===== config.mk =====
export PLATFORM = sky130hd
export DESIGN_NAME = fifo_push_arbiter
export DESIGN_NICKNAME = d
export VERILOG_FILES = /design/src/rtl/fifo_push_arbiter.sv
export SDC_FILE = /design/constraint.sdc
export NUM_CORES = 1
export LEC_CHECK = 0
export ABC_AREA = 1
export CAP_MARGIN = 20
export CELL_PAD_IN_SITES_DETAIL_PLACEMENT = 1
export CELL_PAD_IN_SITES_GLOBAL_PLACEMENT = 1
export CORE_UTILIZATION = 24
export DETAILED_ROUTE_END_ITERATION = 10
export PLACE_DENSITY = 0.75
export SETUP_SLACK_MARGIN = 0.02
export SLEW_MARGIN = 20
export SYNTH_ARGS = -nofsm -noshare
export SYNTH_HDL_FRONTEND = slang
export SYNTH_SLANG_ARGS = --single-unit
export TNS_END_PERCENT = 20

===== constraint.sdc =====
create_clock -name wrclk -period 1.35 [get_ports wrclk]
set_input_delay 0.3375 -clock wrclk [delete_from_list [all_inputs] [get_ports wrclk]]
set_output_delay 0.3375 -clock wrclk [all_outputs]
set_load 0.01 [all_outputs]

===== src/rtl/fifo_push_arbiter.sv =====
// Round-robin arbiter sharing one FIFO write port among NREQ write-domain producers.
// Optional multi-beat grants are compiled in with `define FIFO_ARB_BURST_EN.
module fifo_push_arbiter #(
    parameter int unsigned NREQ  = 4,
    parameter int unsigned DW    = 8,
    parameter int unsigned BURST = 4
) (
    input  logic                    wrclk,
    input  logic                    arst_n,
    input  logic [NREQ-1:0]         req_valid,
    input  logic [NREQ*DW-1:0]      req_data,
    output logic [NREQ-1:0]         req_ready,
    input  logic                    fifo_full,
    output logic                    fifo_push,
    output logic [DW-1:0]           fifo_data,
    output logic                    grant_vld,
    output logic [$clog2(NREQ)-1:0] grant_id
);

    localparam int unsigned IW = $clog2(NREQ);

`ifdef FIFO_ARB_BURST_EN
    localparam int unsigned QUOTA = BURST;
`else
    // Single-beat grants: quota is 1 for any legal BURST.
    localparam int unsigned QUOTA = (BURST > 1) ? 1 : BURST;
`endif

    typedef enum logic {
        IDLE,
        GRANTED
    } state_t;

    state_t          state, state_n;
    logic [IW-1:0]   grant_n;
    logic [IW-1:0]   last_id, last_n;
    logic [3:0]      beats, beats_n;
    logic [DW-1:0]   lanes [NREQ];
    logic            found;
    logic [IW-1:0]   pick;
    logic [IW-1:0]   cand;
    logic            quota_done;
    logic            release_grant;

    always_comb begin
        for (int unsigned i = 0; i < NREQ; i++) begin
            lanes[i] = req_data[i*DW +: DW];
        end
    end

    // While granted last_id equals grant_id, so one scan from last_id+1 serves
    // both idle arbitration and re-arbitration on release; the holder comes last.
    always_comb begin
        found = 1'b0;
        pick  = '0;
        cand  = '0;
        for (int unsigned k = 1; k <= NREQ; k++) begin
            cand = IW'((32'(last_id) + k) % NREQ);
            if (!found && req_valid[cand]) begin
                found = 1'b1;
                pick  = cand;
            end
        end
    end

    assign grant_vld  = (state == GRANTED);
    assign fifo_push  = grant_vld && req_valid[grant_id] && !fifo_full;
    assign fifo_data  = grant_vld ? lanes[grant_id] : '0;
    assign quota_done = (({1'b0, beats} + 5'd1) == 5'(QUOTA));

    always_comb begin
        req_ready = '0;
        if (grant_vld && !fifo_full) begin
            req_ready[grant_id] = 1'b1;
        end
    end

    always_comb begin
        state_n       = state;
        grant_n       = grant_id;
        last_n        = last_id;
        beats_n       = beats;
        release_grant = 1'b0;
        case (state)
            IDLE: begin
                if (found) begin
                    state_n = GRANTED;
                    grant_n = pick;
                    last_n  = pick;
                    beats_n = '0;
                end
            end
            GRANTED: begin
                if (!req_valid[grant_id]) begin
                    release_grant = 1'b1;
                end else if (fifo_push) begin
                    if (quota_done) begin
                        release_grant = 1'b1;
                    end else begin
                        beats_n = beats + 4'd1;
                    end
                end
                if (release_grant) begin
                    beats_n = '0;
                    if (found) begin
                        grant_n = pick;
                        last_n  = pick;
                    end else begin
                        state_n = IDLE;
                        grant_n = '0;
                    end
                end
            end
            default: begin
                state_n = IDLE;
                grant_n = '0;
            end
        endcase
    end

    always_ff @(posedge wrclk or negedge arst_n) begin
        if (!arst_n) begin
            state    <= IDLE;
            grant_id <= '0;
            last_id  <= IW'(NREQ - 1);
            beats    <= '0;
        end else begin
            state    <= state_n;
            grant_id <= grant_n;
            last_id  <= last_n;
            beats    <= beats_n;
        end
    end

endmodule


**Word-level counts from Yosys, hierarchy flattened**

Index checks and enable logic that the tools add are counted.

- Bits of input ports: 39
- Flip-flop bits (word level): 9
- Logic and storage cells: 83
- Output and inout port bits: 16

- Order comparisons: 7
- Add/sub/neg operators: 6
- Mux-type cells: 45
- Eq/ne operators: 6
- Bitwise logic cells: 2
- Reductions and logical operators: 13

Operators by type and width:

| kind | count |
|---|---|
| 4-bit two-way mux | 6 |
| 8-bit two-way mux | 3 |
| 2-bit two-way mux | 9 |
| 8-bit binary-select mux with 2-bit select | 1 |
| 1-bit two-way mux | 16 |
| 2-bit by 3-bit < comparator with 1-bit output, second input constant | 5 |
| 1-bit binary-select mux with 2-bit select | 5 |
| 2-bit one-hot mux with 2 select lines | 2 |
| 4-bit one-hot mux with 2 select lines | 1 |
| 1-bit logical AND | 7 |
| 3-bit by 2-bit != test with 1-bit output, second input constant | 2 |
| 4-bit by 1-bit adder with 5-bit output, second input constant | 1 |
| 5-bit by 1-bit equality test with 1-bit output, second input constant | 1 |
| 2-bit by 1-bit adder with 2-bit output, second input constant | 2 |
| 2-bit adder, second input constant | 2 |
| 4-bit by 1-bit adder with 4-bit output, second input constant | 1 |
| 1-bit zero test | 4 |
| 4-bit AND reduction | 1 |
| 3-bit >= comparator, second input constant | 1 |
| 3-bit by 1-bit != test with 1-bit output, second input constant | 1 |
| 2-bit inverter with 3-bit output | 1 |
| 1-bit demux with 2-bit select | 1 |
| 2-bit by 1-bit >= comparator with 1-bit output, second input constant | 1 |
| 2-bit by 1-bit != test with 1-bit output, second input constant | 1 |
| other kinds (4) | 4 |

**Logic depth before layout (Yosys ltp)**

Gate-level depths: netlist of run 1.

- Depth in word-level cells: 16
- Depth in mapped cells: 12
- Depth with buffers taken out: 11

**Least setup slack after synthesis of run 1**

OpenSTA, ideal clock, no wires.

- Path type: flip-flop to output port
- Start: register grant_id[1]
- End: output fifo_data[0]
- Stages on the path, launching flop included: 5
- Setup slack: -0.269 ns
- Arrival: 1.281 ns
- Path buffers: 2
- Required time: 1.013 ns
- Cell sequence: dfrtp_1 -> buf_2 -> clkbuf_1 -> nand3_1 -> a31oi_1

- Cells in the longest elaborated chain, start to end: 5

RTL lines:

| element | line | text |
|---|---|---|
| from (decl) | 17 | `output logic [$clog2(NREQ)-1:0] grant_id` |
| from (signal assigned) | 129 | `grant_id <= grant_n;` |
| 2-bit inverter with 3-bit output (implied by the code) | 68 | `assign fifo_data = grant_vld ? lanes[grant_id] : '0;` |
| 8-bit binary-select mux with 2-bit select | 68 |  |
| 8-bit two-way mux (implied by the code) (2 in a row) | 68 |  |
| 8-bit two-way mux | 68 |  |
| to (decl) | 15 | `output logic [DW-1:0] fifo_data,` |

No other way between the ends. The select of a mux whose other input is x is not followed.

**Final worst setup path of run 1**

- Start: register grant_id[0]
- End: output fifo_push

- Cells in the longest elaborated chain, start to end: 4

RTL lines:

| element | line | text |
|---|---|---|
| 1-bit binary-select mux with 2-bit select | 67 | `assign fifo_push = grant_vld && req_valid[grant_id] && !fifo_full;` |
| 1-bit two-way mux (implied by the code) | 67 |  |
| 1-bit logical AND (2 in a row) | 67 |  |
| to (decl) | 14 | `output logic fifo_push,` |

No other way between the ends. The select of a mux whose other input is x is not followed.

==> results.toml, run 1 <==
[sta]
fin_skew_ns = 0.00560
relSlewSlack = 0.727
min_period_over_period = 1.32
setup_slack_ns = -0.436
fin_crit_ns = 1.79
finalSetupViolations = 22
fmax_ghz = 0.560
rsz0062_at_grt = "true"
final_hold_viol_count = 0
worstMarginPinSlew_ns = 0.408
slew_viol_final = 0
whs_ns = 0.401

[synthesis]
yosysTopAreaCellShare = 0.157
synth_cell_types = 29
synth_area_um2 = 1110
yosysSeqAreaShare = 0.204
syn_nets = 205
synth_area_leaders = "dfrtp_1 (16%), nand2_1 (14%), nand3_1 (13%)"
synth_cells = 164
synth-seq-cells = 9
yosysWarnings = 0
avgSynthCellArea_um2 = 6.80
synth_largest_area_cell = "dfrtp_1"

[die]
die-area_um2 = 4920
ios = 55
die_w_um = 70.2
row_count = 24
start_util = 0.253
core_area_um2 = 4410
dieHeight_um = 70.2

[clock_tree]
root_buffer = "clkbuf_8"
cts_buffers = 3
clk_pin_slew_ns = 0.05
clk_latency_ns = 0.23
cts_sinks = 9
cts_tree = "built"
clockBufferDepth = 2
cts.htree.levels = 1

[worst_setup_path]
critical_path_buf_inv_count = 3
crit_path_cell_trace = "nor2_4, buf_6, buf_6, nand2_4, nand4_4, nand2_4, nor2_4, buf_6"
r2r_cells = 12
reg2reg_to = "grant_id[1]$_DFFE_PN0P_"
cp_top_family = "flip-flops"
cp-startpoint = "grant_id[0]$_DFFE_PN0P_"
startpoint_type = "flop"
slowest_stage = "dfrtp_2"
reg2reg_from = "grant_id[0]$_DFFE_PN0P_"
cp.required_ns = 1.01
critPathCaptureType = "primary output"
crit_type = "reg -> out"
path_common_cell = "buf_6"
arrival_ns = 1.45
rrSetupSlack_ns = -0.32
crit_fanout = 5
slowest_delay_ns = 0.47

[finish]
fillers = 569
area_delta_synth_final_pct = 91.0
drive_gt1_frac = 0.456
layout_common_cells = "clkdlybuf4s50_1 (35), nand2_1 (34), nand3_1 (28)"
final_common_cell = "clkdlybuf4s50_1"
fin_nets = 290
diodes = 0
stdcell_area_um2 = 2130

[placement]
place.gp.congestion = 0.724
dp_hpwl_um = 3160
postPlaceCellArea_um2 = 1960
place.port_buffers = 54

[global_route]
gr-total-overflow = 0
grt_pass1_vias = 1539
grt_pass1_wl_um = 6850
grt_use_total = 0.169
grt_max_degree = 20
antenna_found_initial = 0

[routing]
wl_met2_um = 2290
met3_length_um = 217
dr_total_vias = 1477
drc_errors = 0
drt_iter0_markers = 31
wl_per_cell_um = 14.4
final_antenna_net_count = 0
vias_per_cell = 4.92
dr.max_layer_used = "met3"
drt-met1-wl_um = 1820
routed_wl_um = 4320
first_pass_iters = 4

[power_and_ir_drop]
leakagePower_nw = 0.989
power_density_nw_per_um2 = 2280
ir_drop_uv = 791
p_total_w = 0.00486

[min_path]
hold_path_class = "in -> async"

[run_status]
status = "complete, but fails checks"
violations = "negative setup slack"

[run]
cap_violations = 0
flip-flops by register name (all words and copies together), names as in the netlist:
register and count:
grant_id 2, beats 4, last_id 2, grant_vld 1
worst register-to-register path, cell delays in order (launching register included):
cell	delay, ns
dfrtp_2	0.47
nor2_4	0.14
buf_6	0.13
buf_6	0.10
nand2_4	0.04
nand4_4	0.08
buf_4	0.12
buf_6	0.10
nand3_4	0.12
nand2_4	0.10
inv_2	0.04
nand2_2	0.06
nand2_1	0.05
Yosys cell counts, drive strengths merged:
master / number
a22oi: 8
a31oi: 8
buf: 5
clkbuf: 2
clkinv: 1
dfrtp: 7
dfstp: 2
ha: 2
inv: 14
nand2: 61
nand3: 31
nand4: 6
nor2: 12
nor3: 2
o21ai: 1
xor2: 2
worst max-delay path by stage:
stage                                          to  slack, ns  cells after the start
after floorplan           grant_id[1]$_DFFE_PN0P_      -0.12                     12
after global placement                  fifo_push      -0.85                      6
after detailed placement                fifo_push      -0.90                      6
after CTS                               fifo_push      -0.44                      8
after global routing                    fifo_push      -0.51                      8
final                                   fifo_push      -0.44                      8
kinds of logic after synthesis:
kind of cell | count (synthesis) | synth area share
XOR/XNOR | 2 | 0.0157
AO/OA/AOI/OAI | 17 | 0.107
buffers and inverters | 22 | 0.0943
AND/OR/NAND/NOR | 112 | 0.557
flip-flops | 9 | 0.204
adder cells (fa/ha/maj) | 2 | 0.0224
metal layers:
| metal | track usage | vias up |
|---|---|---|
| met5 | 0 | - |
| met4 | 0.0133 | 0 |
| met3 | 0.0418 | 0 |
| met2 | 0.324 | 46 |
| met1 | 0.195 | 704 |
| li1 | - | 727 |
power by group:
| part | leakage (nW) | switching, W | internal [W] |
|---|---|---|---|
| Clock | 0.0228 | 0.000106 | 0.000206 |
| Combinational | 0.858 | 0.00216 | 0.00182 |
| Sequential | 0.108 | 0.000160 | 0.000402 |
layout make-up:
type,instances,area (µm²),area share
tap,52,65.1,0.0306
sequential,9,230,0.108
multi-input combinational,134,945,0.444
clock buffer,4,45.0,0.0212
timing repair buffer,86,774,0.364
inverter,15,70.1,0.0329
what timing repair did:
action,CTS,global route
hold buffers,0,0
resized for setup,84,15
setup endpoints to repair,25,24
pin swaps,9,8
setup buffers,6,2
endpoints found under the hold margin,0,0
gates cloned,1,0
metrics by stage:
stage / std cells / worst slack [ns] / TNS [ns] / utilization
floorplan: 164 / -0.117 / -0.936 / -
global placement: 288 / -0.852 / -12.45 / 0.443
detailed placement: 288 / -0.897 / -13.16 / 0.443
CTS: 299 / -0.440 / -7.15 / 0.469
global route: 300 / -0.509 / -8.31 / 0.482
finish: 300 / -0.436 / -6.60 / 0.482
(Power assumes the default switching activity.)
==> run 2, diff against run 1 <==
- ABC_AREA: 1 -> default
- PLACE_DENSITY: 0.75 -> 0.77
==> results.toml, run 2 <==
[synthesis]
synth_area_leaders = "dfrtp_1 (19%), mux4_1 (12%), mux4_2 (10%)"
synth_edf_count = 0
yosysSeqAreaShare = 0.253
synth_cells = 89
synth_largest_area_cell = "dfrtp_1"
yosysWarnings = 0
synth_area_um2 = 900
synth_common_cells = "and2_1 (9), nand2_1 (8), nor2_1 (8)"
syn_nets = 130
yosysMostFrequentCell = "and2_1"
yosysTopAreaCellShare = 0.195
ys_async_sr_fraction = 1.00
avgSynthCellArea_um2 = 10.1
ys.flop_type = "dfrtp_1"
synth_cell_types = 29
synth-seq-cells = 9

[sta]
slew_viol_final = 0
min_period_over_period = 1.41
final_hold_viol_count = 0
rsz0062_at_grt = "true"
whs_ns = 0.409
finalSetupViolations = 22
fmax_ghz = 0.525
worstMarginPinSlew_ns = 0.448
fin_skew_ns = 0.00450
fin_crit_ns = 1.90
setup_slack_ns = -0.555
relSlewSlack = 0.700

[power_and_ir_drop]
ir_drop_uv = 1040
leakagePower_nw = 0.773
power_density_nw_per_um2 = 1750
p_total_w = 0.00310

[worst_setup_path]
cp.required_ns = 1.01
critPathCaptureType = "primary output"
arrival_ns = 1.57
crit_type = "reg -> out"
crit_fanout = 5
startpoint_type = "flop"

[finish]
largest_reg_flops = 4
layout_common_cells = "clkdlybuf4s50_1 (38), buf_4 (23), buf_6 (12)"
regMostFlops = "beats"
reg.largest.list = "beats: 4 flops, grant_id: 2 flops, last_id: 2 flops"
diodes = 0
stdcell_area_um2 = 1770
area_delta_synth_final_pct = 96.5
drive_gt1_frac = 0.456
fin_nets = 211
final_common_cell = "clkdlybuf4s50_1"

[routing]
routed_wl_um = 3300
first_pass_iters = 3
vias_per_cell = 4.75
dr_total_vias = 1021
final_antenna_net_count = 0
drt_iter0_markers = 11
drc_errors = 0
wl_per_cell_um = 15.4

[global_route]
antenna_found_initial = 0
grt_use_total = 0.175
grt_pass1_vias = 1131
grt_pass1_wl_um = 5350
gr-total-overflow = 0
grt_max_degree = 11

[run_status]
violations = "negative setup slack"
status = "complete, but fails checks"

[clock_tree]
clockBufferDepth = 2
clk_latency_ns = 0.24
ctsHoldBuffers = 0
cts_buffers = 3
clk_pin_slew_ns = 0.05
root_buffer = "clkbuf_8"
cts_tree = "built"
cts.htree.levels = 1
cts_sinks = 9

[die]
die_w_um = 63.2
ios = 55
row_count = 21
die-area_um2 = 4000
core_area_um2 = 3470
dieHeight_um = 63.2
start_util = 0.259

[placement]
place.port_buffers = 54
dp_slack_ns = -0.838
place.gp.congestion = 0.737
dp_hpwl_um = 2650
postPlaceCellArea_um2 = 1670

[min_path]
hold_path_class = "in -> async"

[run]
cap_violations = 0
-- run 2: cell types whose count changed in the layout (fill, tap and decap cells not counted), sizes merged, moves of 5 or more --
cell / before / now
nand2: 61 / 8
nand3: 31 / 0
and2: 0 / 9
a22oi: 8 / 0
inv: 14 / 6
mux4: 0 / 8
a31oi: 8 / 1
mux2i: 0 / 6
nand4: 6 / 0
o21ai: 1 / 7
buf: 47 / 42
nor2: 13 / 8
-- run 2: final cells by class --
| class | instances | area, µm² |
|---|---|---|
| clock buffers | 4 | 45.0 |
| fillers | 401 | 1700 |
| inverters | 6 | 22.5 |
| multi-input cells | 69 | 649 |
| flip-flops and latches | 9 | 230 |
| well taps | 46 | 57.6 |
| repair buffers | 81 | 763 |
-- run 2: through the flow --
step,TNS [ns],cells,util
detailed placement,-14.12,209,0.480
global placement,-13.61,209,0.480
CTS,-9.01,215,0.505
floorplan,-2.40,89,-
global route,-9.80,215,0.510
finish,-8.54,215,0.510
-- run 2: where the power goes --
| part | leakage [nW] | switching (W) | internal, W |
|---|---|---|---|
| Clock | 0.0228 | 0.000120 | 0.000207 |
| Combinational | 0.644 | 0.000834 | 0.00143 |
| Sequential | 0.107 | 0.000123 | 0.000389 |
| Total | 0.773 | 0.00108 | 0.00203 |
-- run 2: final timing paths --
path / depth (start not counted) / slack [ns] / startpoint / end
max reg2reg: 8 / -0.40 / grant_id[0]$_DFFE_PN0P_ / beats[0]$_DFFE_PN0P_
min reg2reg: 1 / 0.48 / beats[3]$_DFFE_PN0P_ / beats[3]$_DFFE_PN0P_
min: 1 / 0.41 / arst_n / grant_vld$_DFF_PN0_
min in group wrclk: 1 / 0.48 / beats[3]$_DFFE_PN0P_ / beats[3]$_DFFE_PN0P_
max: 4 / -0.55 / grant_id[0]$_DFFE_PN0P_ / fifo_data[1]
max in group asynchronous: 1 / 0.60 / arst_n / last_id[1]$_DFFE_PN1P_
-- run 2: cell families (layout without fill, tap and decap cells) --
family / count (synthesis) / in the layout / share of synthesized area
AO/OA/AOI/OAI: 17 / 17 / 0.146
adder cells (fa/ha/maj): 2 / 2 / 0.0278
buffers and inverters: 11 / 91 / 0.0668
flip-flops: 9 / 9 / 0.253
multiplexers: 14 / 14 / 0.284
AND/OR/NAND/NOR: 36 / 36 / 0.223
-- run 2: per-layer routing --
metal  vias to the layer above  part of all wire  track usage
met5                         -                 0            0
met4                         0            0.0094       0.0511
li1                        485                 -            -
met3                         4             0.082       0.0543
met1                       483              0.39        0.181
met2                        49              0.51        0.332
-- run 2: repair_timing --
action / 4_1_cts / 5_1_grt
pin swaps: 0 / 1
setup buffers: 1 / 0
cloned: 1 / 0
setup endpoints to repair: 24 / 23
gates resized for setup: 77 / 6
-- run 2: worst max-delay path, stage by stage, from the launching register on --
cell     delay (ns)
dfrtp_2        0.42
buf_12         0.13
mux4_2         0.50
and2_4         0.16
buf_6          0.11
==> run 3, diff against run 2 <==
- CAP_MARGIN: 20 -> 30
==> results of run 3 <==
The final DEF is identical to that of run 2; final timing and power are the same.
